## src/rtl/audio_pkg.sv

```systemverilog
// Shared frame-timing constants and sample saturation for the I2S audio path.
package audio_pkg;

    localparam int FRAME_CLKS     = 512;
    localparam int SLOTS_PER_HALF = 32;
    localparam int MCLK_BIT       = 1;
    localparam int SCK_BIT        = 2;
    localparam int LRCK_BIT       = 8;
    localparam int CNT_W          = $clog2(FRAME_CLKS);
    localparam int SAT_W          = 40;

    // Clamp a wide signed value into the range of a signed word of 'width' bits.
    function automatic logic signed [SAT_W-1:0] saturate(
        input logic signed [SAT_W-1:0] value,
        input int                      width
    );
        logic signed [SAT_W-1:0] max_v;
        logic signed [SAT_W-1:0] min_v;
        max_v = {{(SAT_W-1){1'b0}}, 1'b1} << (width - 1);
        max_v = max_v - 1;
        min_v = ~max_v;
        if (value > max_v) begin
            return max_v;
        end
        if (value < min_v) begin
            return min_v;
        end
        return value;
    endfunction

endpackage

```

## src/rtl/tone_voice.sv

```systemverilog
// One square-wave voice: half-period divider, wave bit and signed +/-amp contribution.
module tone_voice #(
    parameter int DIV_W    = 22,
    parameter int SAMPLE_W = 16
) (
    input  logic                       clk,
    input  logic                       rst,
    input  logic [DIV_W-1:0]           note_div,
    input  logic [SAMPLE_W-2:0]        amp,
    output logic signed [SAMPLE_W-1:0] contrib
);

    logic [DIV_W-1:0]           vc;
    logic                       wave;
    logic signed [SAMPLE_W-1:0] mag;

    // '>=' lets a lowered divider wrap immediately instead of running to overflow.
    always_ff @(posedge clk) begin
        if (rst || note_div == '0) begin
            vc   <= '0;
            wave <= 1'b0;
        end else if (vc >= note_div - DIV_W'(1)) begin
            vc   <= '0;
            wave <= ~wave;
        end else begin
            vc <= vc + DIV_W'(1);
        end
    end

    assign mag = signed'({1'b0, amp});

    always_comb begin
        contrib = '0;
        if (note_div != '0) begin
            contrib = wave ? mag : -mag;
        end
    end

endmodule

```

## src/rtl/multi_voice_i2s_player.sv

```systemverilog
// NUM_VOICES tone voices mixed with saturation into stereo samples, latched per frame
// and serialised as I2S (one-SCK delay, MSB first) for the Pmod I2S DAC.
module multi_voice_i2s_player
    import audio_pkg::*;
#(
    parameter int NUM_VOICES = 4,
    parameter int DIV_W      = 22,
    parameter int SAMPLE_W   = 16
) (
    input  logic                               clk,
    input  logic                               rst,
    input  logic                               enable,
    input  logic [NUM_VOICES*DIV_W-1:0]        note_div,
    input  logic [NUM_VOICES*(SAMPLE_W-1)-1:0] amp,
    input  logic [NUM_VOICES-1:0]              pan_left,
    input  logic [NUM_VOICES-1:0]              pan_right,
    output logic                               audio_mclk,
    output logic                               audio_lrck,
    output logic                               audio_sck,
    output logic                               audio_sdin,
    output logic                               frame_tick
);

    localparam int MIX_W  = SAMPLE_W + 3;
    localparam int SLOT_W = $clog2(SLOTS_PER_HALF);

    logic [CNT_W-1:0]           cnt;
    logic signed [SAMPLE_W-1:0] contrib [NUM_VOICES];
    logic signed [MIX_W-1:0]    sum_l;
    logic signed [MIX_W-1:0]    sum_r;
    logic signed [SAMPLE_W-1:0] sat_l;
    logic signed [SAMPLE_W-1:0] sat_r;
    logic signed [SAMPLE_W-1:0] hold_l;
    logic signed [SAMPLE_W-1:0] hold_r;
    logic [SLOT_W-1:0]          slot;
    logic [SLOT_W-1:0]          bit_idx;
    logic [SAMPLE_W-1:0]        word;
    logic                       sdin_next;

    for (genvar i = 0; i < NUM_VOICES; i++) begin : g_voice
        tone_voice #(
            .DIV_W   (DIV_W),
            .SAMPLE_W(SAMPLE_W)
        ) u_voice (
            .clk     (clk),
            .rst     (rst),
            .note_div(note_div[i*DIV_W +: DIV_W]),
            .amp     (amp[i*(SAMPLE_W-1) +: (SAMPLE_W-1)]),
            .contrib (contrib[i])
        );
    end

    always_ff @(posedge clk) begin
        if (rst) begin
            cnt <= '0;
        end else begin
            cnt <= cnt + CNT_W'(1);
        end
    end

    always_comb begin
        sum_l = '0;
        sum_r = '0;
        for (int i = 0; i < NUM_VOICES; i++) begin
            if (pan_left[i]) begin
                sum_l = sum_l + MIX_W'(contrib[i]);
            end
            if (pan_right[i]) begin
                sum_r = sum_r + MIX_W'(contrib[i]);
            end
        end
    end

    assign sat_l = SAMPLE_W'(saturate(SAT_W'(sum_l), SAMPLE_W));
    assign sat_r = SAMPLE_W'(saturate(SAT_W'(sum_r), SAMPLE_W));

    // Latch on the last count of the frame so the new words start exactly at cnt==0.
    always_ff @(posedge clk) begin
        if (rst) begin
            hold_l     <= '0;
            hold_r     <= '0;
            frame_tick <= 1'b0;
        end else begin
            frame_tick <= (cnt == CNT_W'(FRAME_CLKS - 1));
            if (cnt == CNT_W'(FRAME_CLKS - 1)) begin
                hold_l <= enable ? sat_l : '0;
                hold_r <= enable ? sat_r : '0;
            end
        end
    end

    always_comb begin
        slot      = cnt[LRCK_BIT-1:SCK_BIT+1];
        word      = cnt[LRCK_BIT] ? hold_r : hold_l;
        bit_idx   = SLOT_W'(SAMPLE_W) - slot;
        sdin_next = 1'b0;
        if (slot != '0 && int'(slot) <= SAMPLE_W) begin
            sdin_next = |(word & (SAMPLE_W'(1) << bit_idx));
        end
    end

    // All pins are registered from the same cnt value, keeping sdin aligned to sck/lrck.
    always_ff @(posedge clk) begin
        if (rst) begin
            audio_mclk <= 1'b0;
            audio_sck  <= 1'b0;
            audio_lrck <= 1'b0;
            audio_sdin <= 1'b0;
        end else begin
            audio_mclk <= cnt[MCLK_BIT];
            audio_sck  <= cnt[SCK_BIT];
            audio_lrck <= cnt[LRCK_BIT];
            audio_sdin <= sdin_next;
        end
    end

endmodule

```

## config.mk

```make
export PLATFORM = sky130hd
export DESIGN_NAME = multi_voice_i2s_player
export DESIGN_NICKNAME = d
export VERILOG_FILES = /design/src/rtl/audio_pkg.sv /design/src/rtl/tone_voice.sv /design/src/rtl/multi_voice_i2s_player.sv
export SDC_FILE = /design/constraint.sdc
export NUM_CORES = 1
export LEC_CHECK = 0
export ABC_AREA = 1
export BUFFER_PORTS_ARGS = -buffer_cell sky130_fd_sc_hd__buf_2
export CAP_MARGIN = 10
export CORE_MARGIN = 1.5
export CORE_UTILIZATION = 40
export CTS_BUF_LIST = sky130_fd_sc_hd__clkbuf_2 sky130_fd_sc_hd__clkbuf_4 sky130_fd_sc_hd__clkbuf_8
export CTS_CLUSTER_SIZE = 14
export DETAILED_ROUTE_END_ITERATION = 12
export SLEW_MARGIN = 0
export SYNTH_ARGS = -nofsm -noshare
export SYNTH_HDL_FRONTEND = slang
export SYNTH_SLANG_ARGS = --single-unit
```

## constraint.sdc

```tcl
create_clock -name clk -period 10.4 [get_ports clk]
set_input_delay 0 -clock clk [delete_from_list [all_inputs] [get_ports clk]]
set_output_delay 0 -clock clk [all_outputs]
set_load 0.005 [all_outputs]
```

# After elaboration in Yosys (flattened, before gate mapping)
# Cells that the tools add are included.
[classes]
magnitude_cmp = 9
n_mux = 33
shift = 1
addsub = 20
reduce_logical = 20
multipliers = 0
n_eq_ne = 1
bitwise_logic = 6
div = 0
[ops]
columns = ["op", "count"]
rows = [
  ["16-bit 2-to-1 mux", 19],
  ["19-bit 2-to-1 mux", 8],
  ["19-bit by 16-bit adder with 19-bit output", 6],
  ["22-bit by 1-bit adder with 22-bit output (second input constant)", 4],
  ["22-bit greater-or-equal comparator", 4],
  ["22-bit zero test", 4],
  ["22-bit nonzero test", 4],
  ["22-bit by 1-bit subtractor with 22-bit output (second input constant)", 4],
  ["15-bit negator with 16-bit output", 4],
  ["19-bit by 16-bit > comparator with 1-bit output (second input constant)", 2],
  ["19-bit by 16-bit < comparator with 1-bit output (second input constant)", 2],
  ["16-bit AND", 1],
  ["16-bit OR reduction", 1],
  ["1-bit by 5-bit left shift with 16-bit output (first input constant)", 1],
  ["2-bit OR reduction", 5],
  ["9-bit by 1-bit adder with 9-bit output (second input constant)", 1],
  ["9-bit equality test (second input constant)", 1],
  ["1-bit 2-to-1 mux", 6],
  ["5-bit less-or-equal comparator (second input constant)", 1],
  ["1-bit NOT", 5],
  ["5-bit nonzero test", 1],
  ["5-bit subtractor (first input constant)", 1],
  ["1-bit logical OR", 4],
  ["1-bit logical AND", 1],
]
[totals]
in_bits = 159
output_inout_bits = 5
romBits = 0
mem_bits_rw = 0
memories = 0
latch_bits = 0
reg_bits = 138

# Depth between registers and ports, before layout
# Gate-level depths: netlist (run 1).
[depth]
ltp_word = 16
ltp_mapped = 52

# Hierarchy
# Synthesis (run 1) repeated with hierarchy kept, for this count alone.
[hier_totals]
cells_unflattened = 3346
area_unflattened_um2 = 20239.4
[by_module_without_submodules]
columns = ["module", "seq_area_each_um2", "cells_each", "n_inst", "area_per_inst_um2"]
rows = [
  ["multi_voice_i2s_player", 920.9, 1638, 1, 9507.9],
  ["tone_voice at g_voice[0].u_voice ...", 460.4, 427, 3, 2651.3],
  ["tone_voice at g_voice[3].u_voice", 460.4, 427, 1, 2777.7],
]

# Least setup slack after synthesis (run 1)
# OpenSTA, ideal clock, no wires.
[synth_timing]
kind = "input port to flip-flop"
start = "input port note_div[22]"
end = "register hold_r[9]"
slack_ps = 4421
required_ps = 10261
setup_time_ps = 139
stages = 48
n_path_buf = 1
t_arrival_ps = 5839
path_cell_list = "inv_1 > ha_1 > nand2_2 > nor2_4 > nand4_1 > nor2_1 > nor2_1 > ha_1 > nand2_1 > inv_1 > nand2_1 > nand2_1 > a21oi_1 > o21ai_0 > nand2_1 > nand2_1 > nand3_1 > nand2_1 > [12 not listed] > nand2_1 > a21boi_0 > ha_1 > inv_1 > nor3_1 > and3_1 > nand4_1 > nand3_1 > nor2_1 > nor2_1 > nand3_1 > nand2_2 > inv_2 > nand2_4 > buf_6 > nand2_2 > nand2_1 > a21oi_2"
[synth_between]
elab_chain_len = 14
word_cells_on_any_way = 17
classes_between = "3 x add/sub; 2 x order compare; 11 x mux; 1 x reduce/logical"
[synth_lines]
columns = ["item", "line", "source"]
rows = [
  ["start, declared", "multi_voice_i2s_player.sv:13", "input logic [NUM_VOICES*DIV_W-1:0] note_div,"],
  ["22-bit nonzero test *", "tone_voice.sv:34", "if (note_div != '0) begin"],
  ["16-bit 2-to-1 mux *", "tone_voice.sv:34", ""],
  ["19-bit by 16-bit adder with 19-bit output *", "multi_voice_i2s_player.sv:69", "sum_r = sum_r + MIX_W'(contrib[i]);"],
  ["19-bit 2-to-1 mux *", "multi_voice_i2s_player.sv:68", "if (pan_right[i]) begin"],
  ["19-bit by 16-bit adder with 19-bit output", "multi_voice_i2s_player.sv:69", ""],
  ["19-bit 2-to-1 mux *", "multi_voice_i2s_player.sv:68", ""],
  ["19-bit by 16-bit adder with 19-bit output", "multi_voice_i2s_player.sv:69", ""],
  ["19-bit 2-to-1 mux *", "multi_voice_i2s_player.sv:68", ""],
  ["19-bit by 16-bit < comparator with 1-bit output", "audio_pkg.sv:25", "if (value < min_v) begin"],
  ["1-bit 2-to-1 mux (2 in a row)", "audio_pkg.sv:25", ""],
  ["16-bit 2-to-1 mux", "audio_pkg.sv:28", "return value;"],
  ["16-bit 2-to-1 mux *", "audio_pkg.sv:25", ""],
  ["16-bit 2-to-1 mux *", "multi_voice_i2s_player.sv:87", "hold_r <= enable ? sat_r : '0;"],
  ["end signal, assigned", "multi_voice_i2s_player.sv:87", ""],
  ["end, declared", "multi_voice_i2s_player.sv:34", "logic signed [SAMPLE_W-1:0] hold_r;"],
]
# Every way passes the cells marked *; elsewhere a longest branch is shown, timed or not. The select of a mux whose other input is x is not followed.
# A chain may end at the register's enable or synchronous reset.

# Final worst setup path (run 1)
[layout_timing]
start = "register g_voice[1].u_voice.wave"
end = "register hold_r[5]"
[layout_between]
elab_chain_len = 14
word_cells_on_any_way = 17
classes_between = "3 x add/sub; 2 x order compare; 12 x mux"
[layout_lines]
columns = ["item", "line", "source"]
rows = [
  ["start, declared", "tone_voice.sv:14", "logic wave;"],
  ["start signal, assigned", "tone_voice.sv:24", "wave <= ~wave;"],
  ["16-bit 2-to-1 mux *", "tone_voice.sv:35", "contrib = wave ? mag : -mag;"],
  ["16-bit 2-to-1 mux *", "tone_voice.sv:34", ""],
  ["19-bit by 16-bit adder with 19-bit output *", "multi_voice_i2s_player.sv:69", ""],
  ["19-bit 2-to-1 mux *", "multi_voice_i2s_player.sv:68", ""],
  ["19-bit by 16-bit adder with 19-bit output", "multi_voice_i2s_player.sv:69", ""],
  ["19-bit 2-to-1 mux *", "multi_voice_i2s_player.sv:68", ""],
  ["19-bit by 16-bit adder with 19-bit output", "multi_voice_i2s_player.sv:69", ""],
  ["19-bit 2-to-1 mux *", "multi_voice_i2s_player.sv:68", ""],
  ["19-bit by 16-bit < comparator with 1-bit output", "audio_pkg.sv:25", ""],
  ["1-bit 2-to-1 mux (2 in a row)", "audio_pkg.sv:25", ""],
  ["16-bit 2-to-1 mux", "audio_pkg.sv:28", ""],
  ["16-bit 2-to-1 mux *", "audio_pkg.sv:25", ""],
  ["16-bit 2-to-1 mux *", "multi_voice_i2s_player.sv:87", ""],
]
# Marked as above.

==> reports/metrics.cfg, run 1 <==
[status]
status = complete, no violations

[global_route]
first_global_vias = 17600
track_usage_pct = 23.1
grt_pass1_wl_um = 84000
antenna_found_initial = 10
grt_max_degree = 46
grt-ovfl-total = 0

[detailed_routing]
wl_per_cell_um = 14.5
wl_met3_um = 2160
highest_layer = met5
first_iter_violations = 1084
vias = 18300
wl_um = 51400
avgViaCountPerCell = 5.16
drt_pass1_iterations = 6
met2_length_um = 24800
wl_met1_um = 23100
drc = 0
ant_nets = 0

[setup_path]
max_stage_delay_ns = 0.61
end_kind = flop
critPathArrivalTime_ns = 7.39
critPathKind = reg2reg
start_kind = flop
path_max_fanout = 15
crit_top_cell = nand2_1
required_ns = 10.71
cpMaxStageDelayCell = dfxtp_1

[floorplan]
rows = 76
die_h_um = 213
initial_core_util_pct = 40.7
io-pin-count = 164
coreArea_mm2 = 0.0433
die_area_mm2 = 0.0453
die_x_um = 213

[cts]
cts.clk_slew.worst_paths_ns = 0.08
cts_tree = yes
clk_latency_ns = 0.49
postCtsSetupBuffers = 0
ctsHoldBuffers = 0
cts.sinks = 138
cts-root-buf = clkbuf_8
cts_buffers = 17
htree_levels = 4
clk_path_buf_depth = 2
cts_resized = 0

[yosys]
synth_cells = 2805
synth.avg_cell_area_um2 = 6.28
synthArstFlopShare_pct = 0
synth_area_mm2 = 0.0176
synth_cell_types = 72
syn_nets = 3176
synth_edf_count = 0
yosysWarnings = 0
ys.flop_type = dfxtp_1
ys_seq_area_share_pct = 15.7
ys_ff_latch = 138

[sta]
max_slew_margin_pct = 27.9
rsz0062_at_grt = false
worstMarginPinSlew_ns = 1.07
fin_ws_ns = 3.33
hold_violations = 0
fin_crit_ns = 7.07
final-setup-viol-count = 0
setup_tns_ns = 0
finalClockSkew_ns = 0.0110
fmax_mhz = 141
timing.final.crit_share_pct = 68.0
slew_viol_final = 0

[place]
hpwl_um = 43500
gp_congestion = 0.973
portBuffers = 163
placed_area_mm2 = 0.0190
dp.cells = 3507
pre_cts_ws_ns = 3.03

[finish]
final_nets = 3312
drive_above_1_share_pct = 11.7
area_delta_synth_final_pct = 9.87
final-instance-count-excl-fill = 3544
design_area_mm2 = 0.0194

[worst_hold_path]
hold_class = in2reg

[job]
cap_violations = 0

[pwr]
power_density_mw_per_mm2 = 102
p_leak_nw = 8.86
total_power_w = 0.00197
ir_worst_vdd_mv = 0.0661

[report_power, final]
group,internal (W),total [W],switching (W),leakage [nW]
clock network,0.000205,0.000427,0.000222,0.182
registers,0.000533,0.000539,0.00000532,1.11
logic,0.000372,0.00100,0.000633,7.56
[stage by stage]
step	utilization [%]	hold WS (ns)
after global placement	43.8	0.382
after detailed placement	43.8	0.381
after global routing	44.7	0.101
final	44.7	0.0759
after floorplan	-	0.281
after CTS	44.7	0.0302
[cell type report]
cell class	count	area [um2]
Inverter	328	1230
Tap cell	585	732
Antenna cell	6	15.0
Clock buffer	20	275
Multi-Input combinational cell	2289	13400
Fill cell	4596	23900
Timing Repair Buffer	167	846
Sequential cell	138	2760
Clock inverter	11	97.6
[routing by layer]
layer | up-vias | GRT usage [%]
met3 | 75 | 3.62
met4 | 10 | 6.90
met2 | 378 | 41.7
met5 | - | 0
li1 | 9579 | -
met1 | 8248 | 27.9
[final timing paths]
kind	startpoint	end	slack (ns)	cells past startpoint
hold reg to reg	cnt[1]	audio_mclk	0.45	2
hold / removal	note_div[42]	g_voice[1].u_voice.wave	0.08	6
setup / recovery	g_voice[1].u_voice.wave	hold_r[5]	3.33	42
setup reg to reg	g_voice[1].u_voice.wave	hold_r[5]	3.33	42
[cell usage in the layout, fill, tap and decap left out, drive strengths merged, types with 30 or more instances in the layout]
cell	count
or2	30
xor2	105
nand4	32
inv	319
nor2	373
nand3	142
nand2	669
nor3b	30
nor3	80
ha	206
dfxtp	138
xnor2	79
buf	167
a21oi	243
o21ai	147
[sequential cells by signal, indices dropped and copies added, names as in the netlist]
name	flops
g_voice.u_voice.vc	88
hold_l	16
hold_r	16
cnt	9
g_voice.u_voice.wave	4
audio_lrck	1
audio_mclk	1
audio_sck	1
audio_sdin	1
frame_tick	1
[critical path, delay by kind of cell (launching register included)]
kind | cells | cell delay [ns]
AOI/OAI and AO/OA | 7 | 1.28
xor gates and xnor gates | 2 | 0.29
adders and majority gates | 3 | 1.09
buffers and inverters | 4 | 0.57
DFF | 1 | 0.61
and+or+nand+nor | 26 | 3.00
[synth_stat cells (8+ instances only)]
library cell | number | share of area, %
dfxtp_1 | 138 | 16
inv_2 | 14 | 0.30
xnor2_1 | 79 | 3.9
nor4_1 | 23 | 0.82
o21bai_1 | 8 | 0.34
xor2_1 | 105 | 5.2
nand2_2 | 42 | 1.5
a21oi_1 | 222 | 6.3
clkbuf_1 | 39 | 0.83
o211ai_1 | 9 | 0.38
inv_1 | 305 | 6.5
nand3_2 | 8 | 0.45
or2_2 | 25 | 0.89
ha_1 | 206 | 15
nor3_1 | 77 | 2.2
o21ai_1 | 8 | 0.23
nand3_1 | 131 | 3.7
nor2_2 | 11 | 0.39
o21ai_0 | 135 | 3.8
a31oi_1 | 23 | 0.82
nor2_1 | 359 | 7.7
a21o_1 | 9 | 0.38
nand2_1 | 622 | 13
nor3b_1 | 30 | 1.3
a21oi_2 | 21 | 1.0
nand4_1 | 31 | 1.1
clkinv_1 | 9 | 0.19
[cell families after synthesis]
kind of cell    share of synthesized area (%)
fa+ha+maj                                15.3
compound gates                           16.4
flops                                    15.7
buf+inv                                  8.30
mux                                    0.0568
xor+xnor                                 9.15
simple gates                             35.1
Power figures use the tool's default switching activity.
==> run 2: changes to the inputs <==
clock period = 6 ns   (was 10.4 ns; I/O delays follow)
==> run 2 against run 1 <==
Sequential share of layout area shrank 3.0 points. Global-route usage grew 2.1 points. Sequential power grew 73%. Combinational power grew to 2.8 times the previous value. Sequential cell count is the same. Total power grew 130%. Register-to-register slack lost 3.3 ns. Core utilization grew 12 points. Largest power group unchanged. Clock skew grew 0.0037 ns. Critical path depth shrank 1.
==> reports/metrics.cfg, run 2 (synthesis results as in run 1) <==
[setup_path]
path_max_fanout = 8
rr_endpoint = hold_r[3]
critPathKind = reg2reg
start_kind = flop
max_stage_delay_ns = 0.38
critPathArrivalTime_ns = 6.39
cp_top_family = simple AND/OR/NAND/NOR gates
crit_top_cell = nand2_1
regToRegSetupSlack_ns = 0.02
cpMaxStageDelayCell = dfxtp_4
reg2reg_depth = 41
required_ns = 6.41
end_kind = flop
path_buf_inv = 6
r2r_start = g_voice[0].u_voice.wave

[floorplan]
coreArea_mm2 = 0.0433
die_x_um = 213
rows = 76
die_h_um = 213
initial_core_util_pct = 40.7
die_area_mm2 = 0.0453
io-pin-count = 164

[cts]
htree_levels = 4
clk_latency_ns = 0.49
cts_tree = yes
cts-root-buf = clkbuf_8
cts_buffers = 17
clk_path_buf_depth = 2
cts.clk_slew.worst_paths_ns = 0.09
cts.sinks = 138

[detailed_routing]
avgViaCountPerCell = 5.07
wl_per_cell_um = 14.4
vias = 20400
ant_nets = 0
first_iter_violations = 1191
wl_um = 58100
drc = 0
drt_pass1_iterations = 5

[global_route]
busiest_layer = met2
first_global_vias = 19700
grt_max_degree = 46
grt_use_met1_pct = 30.0
grt_use_met2_pct = 45.8
track_usage_pct = 25.1
met3_usage_pct = 3.06
antenna_found_initial = 8
grt-ovfl-total = 0
grt_pass1_wl_um = 92200

[pwr]
ir_worst_vdd_mv = 0.117
power_frac_seq_pct = 20.5
power_density_mw_per_mm2 = 184
p_int_w = 0.00269
p_leak_nw = 11.5
p_comb_share_pct = 61.8
clkPwrFrac_pct = 17.6
p_sw_share_pct = 40.8
switchingPower_w = 0.00186

[sta]
final-setup-viol-count = 0
max_slew_margin_pct = 21.9
hold_violations = 0
finalClockSkew_ns = 0.0148
fin_ws_ns = 0.0185
setup_tns_ns = 0
fin_crit_ns = 5.98
rsz0062_at_grt = true
timing.final.crit_share_pct = 99.7
fmax_mhz = 167
worstMarginPinSlew_ns = 1.17
slew_viol_final = 0

[place]
portBuffers = 163
placed_area_mm2 = 0.0222
hpwl_um = 47100
gp_congestion = 0.928
pre_cts_ws_ns = -0.873

[finish]
reg_top3 = g_voice.u_voice.vc (88), hold_l (16), hold_r (16)
design_area_mm2 = 0.0246
fillers = 4170
largest_reg_flops = 88
final_util_pct = 57.0
final_common_cell = nand2_1
mostFrequentLayoutCells = nand2_1 (562), buf_4 (474), nor2_1 (334)
area_delta_synth_final_pct = 39.9
final_nets = 3798
drive_above_1_share_pct = 31.7
largest_register = g_voice.u_voice.vc

[job]
cap_violations = 0

[worst_hold_path]
holdPathEnd = g_voice[0].u_voice.wave
hold_start = note_div[20]
hold_class = in2reg
hold_depth = 6

[status]
status = complete, no violations

==> run 2: changes by cell type in the layout (fill, tap and decap cells not counted), sizes merged <==
cell | before | now
clkbuf | 20 | 18
bufinv | 1 | 3
diode | 6 | 5
inv | 319 | 320
buf | 167 | 649
clkinvlp | 4 | 2
nand2 | 669 | 673
==> run 2: worst max-delay path by stage <==
stage / to / slack (ns) / cells after the start / start
after floorplan: hold_r[9] / 0.02 / 48 / note_div[22]
after global placement: hold_r[3] / -0.72 / 49 / note_div[0]
after detailed placement: hold_r[0] / -0.87 / 49 / note_div[0]
after CTS: hold_l[14] / 0.0009 / 38 / g_voice[1].u_voice.wave
after global routing: hold_r[11] / -0.37 / 45 / g_voice[0].u_voice.wave
final: hold_r[3] / 0.02 / 41 / g_voice[0].u_voice.wave
==> run 2: cell type report <==
| type | count | area [um2] | share of cell area [%] |
|---|---|---|---|
| Timing Repair Buffer | 649 | 4520 | 18.3 |
| Antenna cell | 5 | 12.5 | 0.0508 |
| Inverter | 328 | 1240 | 5.05 |
| Sequential cell | 138 | 2770 | 11.2 |
| Clock inverter | 12 | 151 | 0.614 |
| Clock buffer | 18 | 248 | 1.01 |
| Tap cell | 585 | 732 | 2.97 |
| Multi-Input combinational cell | 2293 | 15000 | 60.7 |
==> run 2: tightest hold or removal path: cells and delay by family <==
kind | cells | cell delay (ns)
simple gates | 5 | 0.43
buf+inv | 1 | 0.08
==> run 2: repair_timing <==
action / in CTS / in global routing
pin swaps: 58 / 134
hold buffers: 0 / 0
setup buffers: 29 / 27
setup endpoints to repair: 32 / 32
gates cloned: 3 / 1
resized for setup: 133 / 242
==> run 2: per-layer routing <==
metal / part of all wire (%) / up-vias
li1: - / 10600
met3: 3.6 / 117
met4: 3.3 / 4
met1: 44 / 9304
met2: 49 / 429
met5: 0.059 / -
==> run 2: power by group through the flow <==
stage	sequential (W)	combinational, W	clock [W]
floorplan	0.000953	0.00131	0
finish	0.000933	0.00281	0.000802
global placement	0.000955	0.00228	0
detailed placement	0.000955	0.00232	0
global route	0.000935	0.00308	0.000862
CTS	0.000933	0.00249	0.000821
==> run 2: metrics by stage <==
stage	std cells	total power (W)	hold slack [ns]
floorplan	2805	0.00226	0.281
global placement	3933	0.00324	0.392
detailed placement	3933	0.00327	0.390
CTS	3995	0.00425	0.0350
global route	4026	0.00488	0.0848
finish	4028	0.00454	0.0699
